File: src/rtl/float_addsub.sv
// -----------------------------------------------------------------------------
// float_addsub: binary32 adder/subtractor, fully pipelined.
// Operands and op are registered on every rising edge. The result appears on
// vres three edges after the edge that sampled them. One new operand pair can
// be accepted on every cycle.
//   sample : register v1, v2, op
//   stage 1: unpack, apply op, resolve special cases, swap larger first
//   stage 2: align the smaller significand (guard/round/sticky), add/subtract
//   stage 3: normalize, round to nearest even, pack
// Subnormal inputs and results below the normal range are flushed to zero.
// -----------------------------------------------------------------------------
module float_addsub (
   input  logic        clk,
   input  logic        rst,
   input  logic [31:0] v1,
   input  logic [31:0] v2,
   input  logic        op,
   output logic [31:0] vres
);

   localparam logic [31:0] QNAN    = 32'h7FC0_0000;
   localparam logic [7:0]  EXP_MAX = 8'hFF;

   // ---------------------------------------------------------------------------
   // Sample registers
   // ---------------------------------------------------------------------------
   logic [31:0] a_q, b_q;
   logic        op_q;

   // Capture the raw operands and operation on every edge.
   always_ff @(posedge clk) begin
      // NOTE: sequential state is written only with non-blocking assignments so
      // every stage reads the values from before the edge, never this edge's.
      if (rst) begin
         a_q  <= 32'd0;
         b_q  <= 32'd0;
         op_q <= 1'b0;
      end else begin
         a_q  <= v1;
         b_q  <= v2;
         op_q <= op;
      end
   end

   // ---------------------------------------------------------------------------
   // Stage 1: unpack, effective sign of B, special values, magnitude swap
   // ---------------------------------------------------------------------------
   logic        sa, sb;
   logic [7:0]  ea, eb;
   logic [22:0] fa, fb;
   logic        a_nan, b_nan, a_inf, b_inf, a_zero, b_zero;
   logic        a_ge;

   assign sa     = a_q[31];
   assign sb     = b_q[31] ^ op_q;
   assign ea     = a_q[30:23];
   assign eb     = b_q[30:23];
   assign fa     = a_q[22:0];
   assign fb     = b_q[22:0];
   assign a_nan  = (ea == EXP_MAX) && (fa != 23'd0);
   assign b_nan  = (eb == EXP_MAX) && (fb != 23'd0);
   assign a_inf  = (ea == EXP_MAX) && (fa == 23'd0);
   assign b_inf  = (eb == EXP_MAX) && (fb == 23'd0);
   // An exponent of zero is either a true zero or a subnormal that is flushed.
   assign a_zero = (ea == 8'd0);
   assign b_zero = (eb == 8'd0);
   assign a_ge   = {ea, fa} >= {eb, fb};

   logic        s1_special_d, s1_special_q;
   logic [31:0] s1_spec_res_d, s1_spec_res_q;
   logic        s1_sign_d, s1_sign_q;
   logic        s1_sub_d, s1_sub_q;
   logic [7:0]  s1_exp_d, s1_exp_q;
   logic [23:0] s1_man_big_d, s1_man_big_q;
   logic [23:0] s1_man_small_d, s1_man_small_q;
   logic [7:0]  s1_diff_d, s1_diff_q;

   // Resolve NaN/Inf/zero operands directly; otherwise order the operands by magnitude.
   always_comb begin
      // NOTE: every output gets a default first so no path can infer a latch.
      s1_special_d  = 1'b1;
      s1_spec_res_d = 32'd0;
      if (a_nan || b_nan) begin
         s1_spec_res_d = QNAN;
      end else if (a_inf && b_inf) begin
         s1_spec_res_d = (sa == sb) ? {sa, EXP_MAX, 23'd0} : QNAN;
      end else if (a_inf) begin
         s1_spec_res_d = {sa, EXP_MAX, 23'd0};
      end else if (b_inf) begin
         s1_spec_res_d = {sb, EXP_MAX, 23'd0};
      end else if (a_zero && b_zero) begin
         // Only (-0) + (-0) keeps the negative sign.
         s1_spec_res_d = {sa & sb, 31'd0};
      end else if (a_zero) begin
         s1_spec_res_d = {sb, eb, fb};
      end else if (b_zero) begin
         s1_spec_res_d = {sa, ea, fa};
      end else begin
         s1_special_d  = 1'b0;
      end

      s1_sub_d = sa ^ sb;
      if (a_ge) begin
         s1_sign_d      = sa;
         s1_exp_d       = ea;
         s1_man_big_d   = {1'b1, fa};
         s1_man_small_d = {1'b1, fb};
         s1_diff_d      = ea - eb;
      end else begin
         s1_sign_d      = sb;
         s1_exp_d       = eb;
         s1_man_big_d   = {1'b1, fb};
         s1_man_small_d = {1'b1, fa};
         s1_diff_d      = eb - ea;
      end
   end

   // Stage 1 pipeline register.
   always_ff @(posedge clk) begin
      if (rst) begin
         s1_special_q   <= 1'b0;
         s1_spec_res_q  <= 32'd0;
         s1_sign_q      <= 1'b0;
         s1_sub_q       <= 1'b0;
         s1_exp_q       <= 8'd0;
         s1_man_big_q   <= 24'd0;
         s1_man_small_q <= 24'd0;
         s1_diff_q      <= 8'd0;
      end else begin
         s1_special_q   <= s1_special_d;
         s1_spec_res_q  <= s1_spec_res_d;
         s1_sign_q      <= s1_sign_d;
         s1_sub_q       <= s1_sub_d;
         s1_exp_q       <= s1_exp_d;
         s1_man_big_q   <= s1_man_big_d;
         s1_man_small_q <= s1_man_small_d;
         s1_diff_q      <= s1_diff_d;
      end
   end

   // ---------------------------------------------------------------------------
   // Stage 2: alignment with guard/round/sticky, significand add/subtract
   // ---------------------------------------------------------------------------
   logic [26:0] small_ext;
   logic [26:0] aligned;
   logic [26:0] big_ext;
   logic [27:0] s2_sum_d;

   assign small_ext = {s1_man_small_q, 3'b000};
   assign big_ext   = {s1_man_big_q, 3'b000};

   // Shift the smaller significand right and fold every bit shifted out into the sticky bit.
   always_comb begin
      aligned = 27'd0;
      if (s1_diff_q >= 8'd26) begin
         aligned = {26'd0, |s1_man_small_q};
      end else begin
         aligned    = small_ext >> s1_diff_q;
         aligned[0] = aligned[0] | (|(small_ext & ~(27'h7FF_FFFF << s1_diff_q)));
      end
      // The larger magnitude comes first, so a subtraction never goes negative.
      if (s1_sub_q) begin
         s2_sum_d = {1'b0, big_ext} - {1'b0, aligned};
      end else begin
         s2_sum_d = {1'b0, big_ext} + {1'b0, aligned};
      end
   end

   logic        s2_special_q;
   logic [31:0] s2_spec_res_q;
   logic        s2_sign_q;
   logic [7:0]  s2_exp_q;
   logic [27:0] s2_sum_q;

   // Stage 2 pipeline register.
   always_ff @(posedge clk) begin
      if (rst) begin
         s2_special_q  <= 1'b0;
         s2_spec_res_q <= 32'd0;
         s2_sign_q     <= 1'b0;
         s2_exp_q      <= 8'd0;
         s2_sum_q      <= 28'd0;
      end else begin
         s2_special_q  <= s1_special_q;
         s2_spec_res_q <= s1_spec_res_q;
         s2_sign_q     <= s1_sign_q;
         s2_exp_q      <= s1_exp_q;
         s2_sum_q      <= s2_sum_d;
      end
   end

   // ---------------------------------------------------------------------------
   // Stage 3: normalize, round to nearest even, pack
   // ---------------------------------------------------------------------------
   logic [4:0]        lz;
   logic [26:0]       norm;
   logic signed [9:0] e_norm;
   logic signed [9:0] e_fin;
   logic              round_up;
   logic [24:0]       mant;
   logic [23:0]       mant_fin;
   logic [31:0]       vres_d;

   // Count leading zeros of the in-range sum; the highest set bit wins.
   always_comb begin
      lz = 5'd0;
      for (int i = 0; i < 27; i++) begin
         if (s2_sum_q[i]) lz = 5'(26 - i);
      end
   end

   // Normalize, round and choose between finite, zero, infinity and special results.
   always_comb begin
      if (s2_sum_q[27]) begin
         // Carry out of the addition: shift right once, keep the lost bit as sticky.
         norm   = {s2_sum_q[27:2], s2_sum_q[1] | s2_sum_q[0]};
         e_norm = $signed({2'b00, s2_exp_q}) + 10'sd1;
      end else begin
         norm   = s2_sum_q[26:0] << lz;
         e_norm = $signed({2'b00, s2_exp_q}) - $signed({5'd0, lz});
      end

      round_up = norm[2] & (norm[1] | norm[0] | norm[3]);
      mant     = {1'b0, norm[26:3]} + {24'd0, round_up};
      if (mant[24]) begin
         mant_fin = mant[24:1];
         e_fin    = e_norm + 10'sd1;
      end else begin
         mant_fin = mant[23:0];
         e_fin    = e_norm;
      end

      if (s2_special_q) begin
         vres_d = s2_spec_res_q;
      end else if (s2_sum_q == 28'd0) begin
         vres_d = 32'd0;
      end else if (e_norm <= 10'sd0) begin
         vres_d = {s2_sign_q, 31'd0};
      end else if (e_fin >= 10'sd255) begin
         vres_d = {s2_sign_q, EXP_MAX, 23'd0};
      end else begin
         vres_d = {s2_sign_q, e_fin[7:0], mant_fin[22:0]};
      end
   end

   // Output register.
   always_ff @(posedge clk) begin
      if (rst) begin
         vres <= 32'd0;
      end else begin
         vres <= vres_d;
      end
   end

endmodule

File: config.mk
export PLATFORM = sky130hd
export DESIGN_NAME = float_addsub
export DESIGN_NICKNAME = d
export VERILOG_FILES = /design/src/rtl/float_addsub.sv
export SDC_FILE = /design/constraint.sdc
export NUM_CORES = 1
export LEC_CHECK = 0
export CAP_MARGIN = 20
export CORE_UTILIZATION = 40
export CTS_CLUSTER_DIAMETER = 200
export CTS_CLUSTER_SIZE = 16
export DETAILED_ROUTE_END_ITERATION = 16
export GPL_TIMING_DRIVEN = 0
export PLACE_DENSITY = 0.55
export SETUP_SLACK_MARGIN = 0.4
export SLEW_MARGIN = 20
export SYNTH_ARGS = -nofsm -noshare
export SYNTH_HDL_FRONTEND = slang
export SYNTH_SLANG_ARGS = --single-unit
File: constraint.sdc
create_clock -name clk -period 7.2 [get_ports clk]
set_clock_uncertainty 0.15 [all_clocks]
set_input_delay 2.16 -clock clk [delete_from_list [all_inputs] [get_ports clk]]
set_output_delay 2.16 -clock clk [all_outputs]
set_load 0.05 [all_outputs]
# Yosys cells after proc, flatten, opt, wreduce, memory -nomap -nowiden
# Cells that the tools add are included.
# op_classes
shifts	3
n_eq_ne	3
add_sub_neg	8
n_bitwise	10
reduce_logical	17
mux	57
n_lt_le_gt_ge	4
# op_table
cell	count
2-to-1 mux 32 bit	9
2-to-1 mux 5 bit	27
2-to-1 mux 31 bit	3
2-to-1 mux 23 bit	3
2-to-1 mux 27 bit	2
zero test 23 bit	2
nonzero test 23 bit	2
>= comparator 31 bit	1
adder 27 x 27 -> 28 bit	1
zero test 28 bit	1
2-to-1 mux 28 bit	1
subtractor 27 x 27 -> 28 bit	1
AND 27 bit	1
inverter 27 bit	1
OR reduction 27 bit	1
<< shifter 27 x 5 -> 27 bit	1
<< shifter 27 x 8 -> 27 bit (first input constant)	1
>> shifter 27 x 8 -> 27 bit	1
adder 24 x 1 -> 25 bit	1
OR reduction 24 bit	1
2-to-1 mux 10 bit	2
equality test 8 bit (second input constant)	2
zero test 8 bit	2
2-to-1 mux 8 bit	2
15 further kinds	33
# word_totals
output_inout_bits	32
wordCells	120
in_bits	67
register_bits	266

# Longest topological paths before layout
# Gate-level depths: netlist of run 1.
# depth
word_depth	39
mapped_depth	30
depth_no_buf	25

# Worst setup path after synthesis of run 1
# Ideal clock, no wire load.
# synth_timing
path_type	reg2reg
from	register s1_diff_q[0]
to	register s2_sum_q[25]
synth_period_minus_slack_ns	6.218
setup_time_ns	0.071
t_arrival_ns	5.996
stages_incl_launch_ff	31
n_path_buf	5
setup_slack_ns	0.982
t_required_ns	6.979
cell_sequence	dfxtp_1 -> buf_2 -> clkbuf_1 -> buf_2 -> buf_1 -> clkbuf_1 -> mux2i_1 -> nand2_1 -> nand3_1 -> o21ai_0 -> a22oi_1 -> nor2_1 -> o21ai_0 -> inv_1 -> ha_1 -> inv_1 -> fa_1 -> o21bai_1 -> a21oi_1 -> nor2_1 -> o41ai_1 -> o211ai_1 -> a311oi_1 -> o21bai_1 -> a21oi_1 -> o21ba_2 -> o41a_1 -> o2bb2ai_1 -> and3_1 -> or4_1 -> a21oi_1
# synth_between
elab_chain_len	8
elab_cells_between_ends	11
cone_classes	2 x add/sub; 1 x order compare; 2 x shift; 2 x mux; 3 x bitwise; 1 x reduce/logical
# synth_rtl
item	line_no	text
start, declared	76	logic [7:0] s1_diff_d, s1_diff_q;
start signal, assigned	137	s1_diff_q <= s1_diff_d;
<< shifter 27 x 8 -> 27 bit	159	aligned[0] = aligned[0] | (|(small_ext & ~(27'h7FF_FFFF << s1_diff_q)));
inverter 27 bit	159	
AND 27 bit	159	
OR reduction 27 bit	159	
OR 1 bit	159	
2-to-1 mux 27 bit *	155	if (s1_diff_q >= 8'd26) begin
adder 27 x 27 -> 28 bit / subtractor 27 x 27 -> 28 bit (equally long branches)	165, 163	
2-to-1 mux 28 bit *	162	if (s1_sub_q) begin
end signal, assigned	188	s2_sum_q <= s2_sum_d;
end, declared	173	logic [27:0] s2_sum_q;
# Every way passes the cells marked *; elsewhere a longest branch is shown, timed or not.
# A chain may end at the register's enable or synchronous reset.

# Worst setup path in the final report of run 1
# layout_timing
from	register s2_sum_q[24]
to	register vres[0]
# layout_between
elab_chain_len	15
elab_cells_between_ends	21
cone_classes	3 x add/sub; 2 x order compare; 1 x shift; 11 x mux; 3 x bitwise; 1 x reduce/logical
# layout_rtl
item	line_no	text
2-to-1 mux 5 bit (3 in series)	208	if (s2_sum_q[i]) lz = 5'(26 - i);
<< shifter 27 x 5 -> 27 bit	219	norm = s2_sum_q[26:0] << lz;
2-to-1 mux 27 bit	214	if (s2_sum_q[27]) begin
OR 1 bit (2 in series)	223	round_up = norm[2] & (norm[1] | norm[0] | norm[3]);
AND 1 bit	223	
adder 24 x 1 -> 25 bit	224	mant = {1'b0, norm[26:3]} + {24'd0, round_up};
2-to-1 mux 10 bit	225	if (mant[24]) begin
>= comparator 10 x 9 -> 1 bit	239	end else if (e_fin >= 10'sd255) begin
2-to-1 mux 31 bit	239	
2-to-1 mux 31 bit	237	end else if (e_norm <= 10'sd0) begin
2-to-1 mux 32 bit *	235	end else if (s2_sum_q == 28'd0) begin
2-to-1 mux 32 bit *	233	if (s2_special_q) begin
end signal, assigned	251	vres <= vres_d;
end, declared	18	output logic [31:0] vres
# Marked as above.

==> results.md, run 1 <==
* Outcome: completed
* WP data arrival at a little under 7 ns
* Hold depth at 1
* Post-route ant nets at 0
* Sequential cell area fraction in the yosys report at 0.2936
* Setup Fix Bufs, Post-CTS at 0
* Multiplexer area fraction after synthesis at 0.07672
* XOR/XNOR share of the synthesized area at 0.02908
* #FFs+latches synth at between 200 and 300
* Number of global-route vias before repair at 16700
* Min-delay worst type: register to register
* Final Cycle Share at 0.9172
* Worst flop-to-flop path endpoint: vres[0]$_SDFF_PP0_
* First-pass DRT Iterations at 6
* Post-Syn Area at between 15000 and 20000 sq um
* WS Path Type: register to register
* Max Cap Violations at 0
* Syn. warnings at 0
* PortBufs at 97
* Leak pwr at approximately 0.0083 uW
* Routability cong. at around 0.99
* Largest stage delay on the critical path at 0.93 ns
* Boundary Pins at between 90 and 100
* Synthesized net count at approximately 2400
* Synth Area in Simple Gates at 0.2305
* Crit-path leading delay family: simple AND/OR/NAND/NOR gates
* Slowest cell on crit path: nor3_1
* Clock buffer depth at 3
* Pins Over Slew Limit at 0
* Die Area at approximately 46000 sq um
* Hold WS at ~0.26 ns
* Crit path from: s2_sum_q[24]$_SDFF_PP0_
* Power consumption at around 6600 uW
* Worst-margin pin slew at between 1 and 1.5 ns
* Area leader, netlist: dfxtp_1
* Count of cell types in the netlist at around 120
* Total number of vias at 17150
* Synth Area in Adders at 0.07395
* First-pass GRT wire length at approximately 110 mm
* Fmax at 151.4 MHz
* Via density at 5.888
* Total GRT Usage at 0.3014
* CTS clk-pin slew, worst paths at about 0.08 ns
* Crit path time final at ~6.6 ns
* Number of antenna diodes at 0
* Final setup fails at 0
* Synth cell count leaders: 271 x nor2_1, 265 x dfxtp_1, 159 x nand2_1
* WP data required at about 7.4 ns
* Critical-path cell list: buf_4, nor4_1, nand2_1, nor3_1, o21ai_0, o32ai_1, a211oi_1, a32oi_1, nor4bb_1, buf_6, nand4_1, nor2_1, or3_1, a221oi_4, o41ai_1
* Initial Util at 0.4069
* Critical Path Source Type: register
* TritonCTS clock tree: done
* # hold bufs at CTS at 0
* Total global routing overflow at 0
* Routed wire length at 70.67 mm
* Crit path depth at 15
* Area grow syn2layout at 12.93%
* Pwr Density at between 300 and 400 nW/um^2
* Synth Area in Compound Gates at 0.2205
* Skew-Pair Late Insertion Delay at roughly 0.57 ns
* RSZ-0062 raised after global routing: false
* Fraction of layout cells with a size suffix above 1 at 0.08750
* H-tree Lvls at 1
* WP buf/inv at 2
* DP HPWL at ~57 mm
* Synthesized area per cell at 8.210 sq um
* Initial DRC Count at between 1500 and 2000
* DRC at 0
* Cell row count at 77
* Cell with the most instances after synthesis: nor2_1
* Worst R2R Start: s2_sum_q[24]$_SDFF_PP0_
* Num Clock Sinks at between 200 and 300
* CTS root buf: clkbuf_16
* Top post-synthesis cells by area: dfxtp_1 29%, ha_1 6.8%, nor2_1 5.6%, nor2b_1 4.4%, mux2i_1 4.4%
* Primary FF master, synth: dfxtp_1
* VDD IR max at around 0.16 mV
* R2R Setup Slk at just under 0.6 ns
* Largest net degree at the start of global routing at 17
* EDFF count, synth at 0
* Top cell type's share of synthesized area at 0.2936
* Hold_sp: s1_spec_res_q[7]$_SDFF_PP0_
* Main combinational cell family by area after synthesis: simple AND/OR/NAND/NOR gates
* Die width at between 200 and 250 um
* CP endpoint kind: register
* Initial antenna violation count at 1
* Routed len/inst at ~24 um
* Hold Vio Cnt, Final at 0
* Critical path fanouts, max at 9
* Fin nets at 2489
* Core ar. at 44410 sq um
* Worst setup path endpoint: vres[0]$_SDFF_PP0_
* Mapped Cells at 2201
* Post-synth ARST share at 0
* Max-Slew Margin vs Limit at 0.2354
* Die Height at approximately 210 um
* Num CTS Buffers at 20
* Reg2Reg Depth at 15
-- worst register-to-register path: stages, from the launching register on --
cell      delay (ns)
dfxtp_1         0.31
buf_4           0.17
nor4_1          0.32
nand2_1         0.31
nor3_1          0.93
o21ai_0         0.65
o32ai_1         0.72
a211oi_1        0.24
a32oi_1         0.24
nor4bb_1        0.31
buf_6           0.18
nand4_1         0.25
nor2_1          0.67
or3_1           0.25
a221oi_4        0.11
o41ai_1         0.61
-- what timing repair did --
item                                    in CTS  in global routing
cloned                                       0                  0
pin swaps                                    0                  2
endpoints found under the setup margin      17                  7
resized for setup                           12                 27
-- logic make-up (layout without fill, tap and decap cells) --
kind of cell | after synthesis | count (layout)
AOI/OAI and AO/OA | 560 | 560
xor gates and xnor gates | 60 | 60
adders and majority gates | 105 | 105
buffers and inverters | 265 | 384
DFF | 265 | 265
muxes | 112 | 112
and+or+nand+nor | 834 | 834
-- cell usage in the layout, fill, tap and decap left out, types with 8 or more instances in the layout --
cell	instances
nand2b_1	25
and2_1	12
and3_1	12
buf_6	21
or4_1	10
nor2b_1	127
mux2i_1	79
clkbuf_8	12
o21a_1	15
nor2_1	271
ha_1	98
xnor2_1	46
nand3_1	46
a21o_1	22
a22oi_1	33
a31oi_1	28
nand2_1	159
mux4_2	18
clkdlybuf4s50_1	97
nor3_1	58
a21oi_1	146
a21boi_0	8
o211ai_1	20
nand4_1	28
inv_1	116
o21ai_2	12
nor4_1	32
or3_1	10
o41ai_2	11
o31ai_1	12
a221oi_1	13
dfxtp_1	264
clkbuf_16	20
mux2_2	11
o22ai_1	10
o21ai_0	82
a211oi_1	28
xor2_1	14
clkbuf_1	78
clkbuf_2	10
-- flip-flops by register name, summed over array words and instances, names as in the netlist --
register,count
a_q,32
s2_sum_q,28
s1_spec_res_q,32
s2_exp_q,8
s1_man_big_q,24
op_q,1
s1_man_small_q,23
vres,32
s2_spec_res_q,32
s2_sign_q,1
b_q,32
s1_exp_q,8
s1_special_q,1
s2_special_q,1
s1_diff_q,8
s1_sign_q,1
s1_sub_q,1
-- through the flow --
step / setup slack, ns / utilization / instances / instance area, sq um / setup TNS (ns)
detailed placement: -0.8525 / 0.4454 / 2890 / 19780 / -3.458
global placement: -0.8694 / 0.4454 / 2890 / 19780 / -3.405
floorplan: 0.9823 / - / 2201 / 18070 / 0
CTS: 0.3300 / 0.4582 / 2912 / 20350 / 0
global route: 0.4027 / 0.4595 / 2912 / 20410 / 0
finish: 0.5959 / 0.4595 / 2912 / 20410 / 0
-- area by class of cell --
cell class	instances	area (sq um)
flip-flops and latches	265	5306
repair buffers	97	970.9
inverters	124	473.0
clock inverters	2	38.79
multi-input cells	1671	11440
clock buffers	20	500.5
plain buffers	141	934.6
well taps	592	740.7
fillers	4419	24010
-- how the worst min path moves through the flow --
stage,end
6_report,s2_spec_res_q[7]$_SDFF_PP0_
5_1_grt,s2_spec_res_q[5]$_SDFF_PP0_
4_1_cts,s2_spec_res_q[7]$_SDFF_PP0_
3_3_place_gp,s2_spec_res_q[31]$_SDFF_PP0_
3_5_place_dp,vres[26]$_SDFF_PP0_
2_1_floorplan,vres[23]$_SDFF_PP0_
-- metal layers --
metal	wire length, um	global-route usage	vias to the layer above
met5	0	0	-
met4	2737	0.1079	0
met3	4617	0.04043	158
met2	32250	0.4957	732
met1	31060	0.4024	8143
li1	-	-	8113
-- power by group --
| part | internal [uW] | leakage (uW) | switching, uW |
|---|---|---|---|
| Clock | 503 | 0.000262 | 542 |
| Combinational | 1350 | 0.00583 | 2410 |
| Sequential | 1610 | 0.00218 | 154 |
No activity file was read; power rests on OpenSTA's default activity.
==> run 2, diff against run 1 <==
Settings changed: CORE_MARGIN set to 2, DONT_BUFFER_PORTS set to 1, PLACE_DENSITY 0.55 to 0.52.
==> run 2 against run 1 <==
  * Clock power about the same
  * Die area increased by 1.9%
  * Combinational power down 9.0%
  * Fmax up 2.3%
  * Utilization fell by 2.1 points
  * Via count shrank 1.5%
  * Non-clock buffer count down 96
  * First-iteration DRC count fell by 1.2%
  * Sequential share of layout area is 1.2 points higher
  * Routed wire length about the same
  * Power fell by 2.2%
==> results.md, run 2 (synthesis results as in run 1) <==
* Reg2Reg Depth at 23 (was 15)
* Die Height at 216.6 um (was 214.6 um)
* Num Clock Sinks at 265 (unchanged)
* Cell row count at 77 (unchanged)
* Pwr Density at 329.9 nW/um^2 (was 321.8 nW/um^2)
* Initial antenna violation count at 5 (was 1)
* Num CTS Buffers at 20 (unchanged)
* CTS clk-pin slew, worst paths at 0.08 ns (about the same)
* WP data arrival at 6.71 ns (was 6.82 ns)
* Routed len/inst at 25.05 um (was 24.27 um)
* Routed wire length at 70.67 mm (about the same)
* Critical Path Source Type: register (unchanged)
* Pins Over Slew Limit at 0 (unchanged)
* Area grow syn2layout at 7.776% (was 12.93%)
* Critical-path cell list: clkbuf_2, buf_2, mux2i_1, o21ai_0, nand2_1, nand2_1, nand2_1, a211oi_1, o21ai_2, ha_2, nor2b_1, o21ai_0, a21oi_2, o41ai_2, o41a_1, a221o_1, o211ai_1, a311oi_2, o21bai_1, a211o_1, a31oi_1, xnor2_1, a2111oi_1 (was buf_4, nor4_1, nand2_1, nor3_1, o21ai_0, o32ai_1, a211oi_1, a32oi_1, nor4bb_1, buf_6, nand4_1, nor2_1, or3_1, a221oi_4, o41ai_1)
* TritonCTS clock tree: done (unchanged)
* Fillers at 4554 (was 4419)
* DP HPWL at 55.94 mm (was 56.59 mm)
* Final Cycle Share at 0.8963 (was 0.9172)
* R2R Setup Slk at 0.75 ns (was 0.60 ns)
* Crit-path leading delay family: compound AO/OA/AOI/OAI gates (was simple AND/OR/NAND/NOR gates)
* Total number of vias at 16900 (was 17150)
* Via density at 5.989 (was 5.888)
* Worst flop-to-flop path endpoint: s2_sum_q[26]$_SDFF_PP0_ (was vres[0]$_SDFF_PP0_)
* Final non-filler cell area at 19480 sq um (was 20410 sq um)
* Crit path time final at 6.453 ns (was 6.604 ns)
* Initial Util at 0.4069 (unchanged)
* Initial DRC Count at 1615 (was 1635)
* Hold_sp: s2_spec_res_q[23]$_SDFF_PP0_ (was s1_spec_res_q[7]$_SDFF_PP0_)
* Max Cap Violations at 0 (unchanged)
* Power consumption at 6425 uW (was 6567 uW)
* First-pass GRT wire length at 105.9 mm (was 106.2 mm)
* RSZ-0062 raised after global routing: true (was false)
* Die Area at 46890 sq um (was 46030 sq um)
* Final setup fails at 0 (unchanged)
* PortBufs at 0 (was 97)
* Min-delay worst type: register to register (unchanged)
* WS Path Type: register to register (unchanged)
* Fin nets at 2393 (was 2489)
* Most common cell after layout, fill and taps aside: nor2_1 (unchanged)
* CP endpoint kind: register (unchanged)
* WP data required at 7.45 ns (was 7.42 ns)
* Die width at 216.6 um (was 214.6 um)
* Slowest cell on crit path: o21ai_0 (was nor3_1)
* WP buf/inv at 2 (unchanged)
* Core ar. at 44410 sq um (unchanged)
* Critical path fanouts, max at 10 (was 9)
* Skew-Pair Late Insertion Delay at 0.55 ns (was 0.57 ns)
* Total GRT Usage at 0.2959 (was 0.3014)
* VDD IR max at 0.1848 mV (was 0.1564 mV)
* Routability cong. at 1.003 (was 0.9910)
* Hold Vio Cnt, Final at 0 (unchanged)
* Largest stage delay on the critical path at 0.65 ns (was 0.93 ns)
* Largest net degree at the start of global routing at 17 (unchanged)
* Hold depth at 2 (was 1)
* Leak pwr at 0.007911 uW (was 0.008267 uW)
* Fraction of layout cells with a size suffix above 1 at 0.09308 (was 0.08750)
* Placed cell areas at 18820 sq um (was 19780 sq um)
* Outcome: completed (unchanged)
* DRC at 0 (unchanged)
* Most frequent cells in the layout: 271 x nor2_1, 265 x dfxtp_1, 159 x nand2_1 (was 271 x nor2_1, 264 x dfxtp_1, 159 x nand2_1)
* Post-route ant nets at 0 (unchanged)
* First-pass DRT Iterations at 5 (was 6)
* Number of global-route vias before repair at 16470 (was 16700)
* Fmax at 155.0 MHz (was 151.4 MHz)
* Most used cell, CP: nand2_1
* Worst-margin pin slew at 1.183 ns (was 1.118 ns)
* Total global routing overflow at 0 (unchanged)
* CTS root buf: clkbuf_16 (unchanged)
* H-tree Lvls at 1 (unchanged)
* Clock buffer depth at 3 (unchanged)
* Max-Slew Margin vs Limit at 0.2055 (was 0.2354)
* Boundary Pins at 99 (unchanged)
* Worst R2R Start: s1_diff_q[1]$_SDFF_PP0_ (was s2_sum_q[24]$_SDFF_PP0_)
* Hold EP: vres[23]$_SDFF_PP0_ (was s2_spec_res_q[7]$_SDFF_PP0_)
-- run 2: worst min-delay path, cell delays in order (launching register included) --
cell	delay, ns
dfxtp_1	0.31
nand2_1	0.04
nand2_1	0.05
-- run 2: power by group --
part           internal (uW)  leakage, uW  switching [uW]
combinational           1230      0.00547            2180
sequential              1610      0.00217             363
clock                    503     0.000262             529
-- run 2: through the flow --
stage	TNS (ns)	worst slack, ns	hold WS [ns]	utilization	instances
2_1_floorplan	0	0.9823	0.2418	-	2201
3_3_place_gp	-2.961	-0.8167	0.2674	0.4236	2793
3_5_place_dp	-2.798	-0.7840	0.2597	0.4238	2793
4_1_cts	0	0.3719	0.2769	0.4369	2815
5_1_grt	0	0.2556	0.3024	0.4383	2818
6_report	0	0.7465	0.2773	0.4385	2821
-- run 2: what timing repair did --
item | 4_1_cts | 5_1_grt
resized for setup | 14 | 31
endpoints found under the setup margin | 11 | 11
pin swaps | 0 | 4
hold buffers | 0 | 0
setup buffers | 0 | 1
endpoints found under the hold margin | 0 | 0
-- run 2: metal layers --
layer / track usage / part of all wire
met5: 0 / 0
met4: 0.1059 / 0.038
met3: 0.04618 / 0.067
met2: 0.4764 / 0.45
met1: 0.4009 / 0.45
-- run 2: how the worst max path moves through the flow --
stage	to	cells past startpoint	startpoint	slack (ns)
2_1_floorplan	s2_sum_q[25]$_SDFF_PP0_	30	s1_diff_q[0]$_SDFF_PP0_	0.98
3_3_place_gp	s2_sum_q[25]$_SDFF_PP0_	30	s1_diff_q[0]$_SDFF_PP0_	-0.82
3_5_place_dp	s2_sum_q[25]$_SDFF_PP0_	30	s1_diff_q[0]$_SDFF_PP0_	-0.78
4_1_cts	s2_sum_q[25]$_SDFF_PP0_	30	s1_diff_q[0]$_SDFF_PP0_	0.37
5_1_grt	s2_sum_q[25]$_SDFF_PP0_	30	s1_diff_q[0]$_SDFF_PP0_	0.26
6_report	s2_sum_q[26]$_SDFF_PP0_	23	s1_diff_q[1]$_SDFF_PP0_	0.75
-- run 2: final cells by class --
class | instances | area [sq um] | share of cell area
Antenna cell | 5 | 12.51 | 0.0006424
Timing Repair Buffer | 1 | 7.507 | 0.0003855
Clock buffer | 20 | 500.5 | 0.02570
Tap cell | 592 | 740.7 | 0.03803
Buffer | 141 | 933.4 | 0.04792
Clock inverter | 2 | 38.79 | 0.001992
Sequential cell | 265 | 5305 | 0.2724
Inverter | 124 | 473.0 | 0.02428
Multi-Input combinational cell | 1671 | 11460 | 0.5887
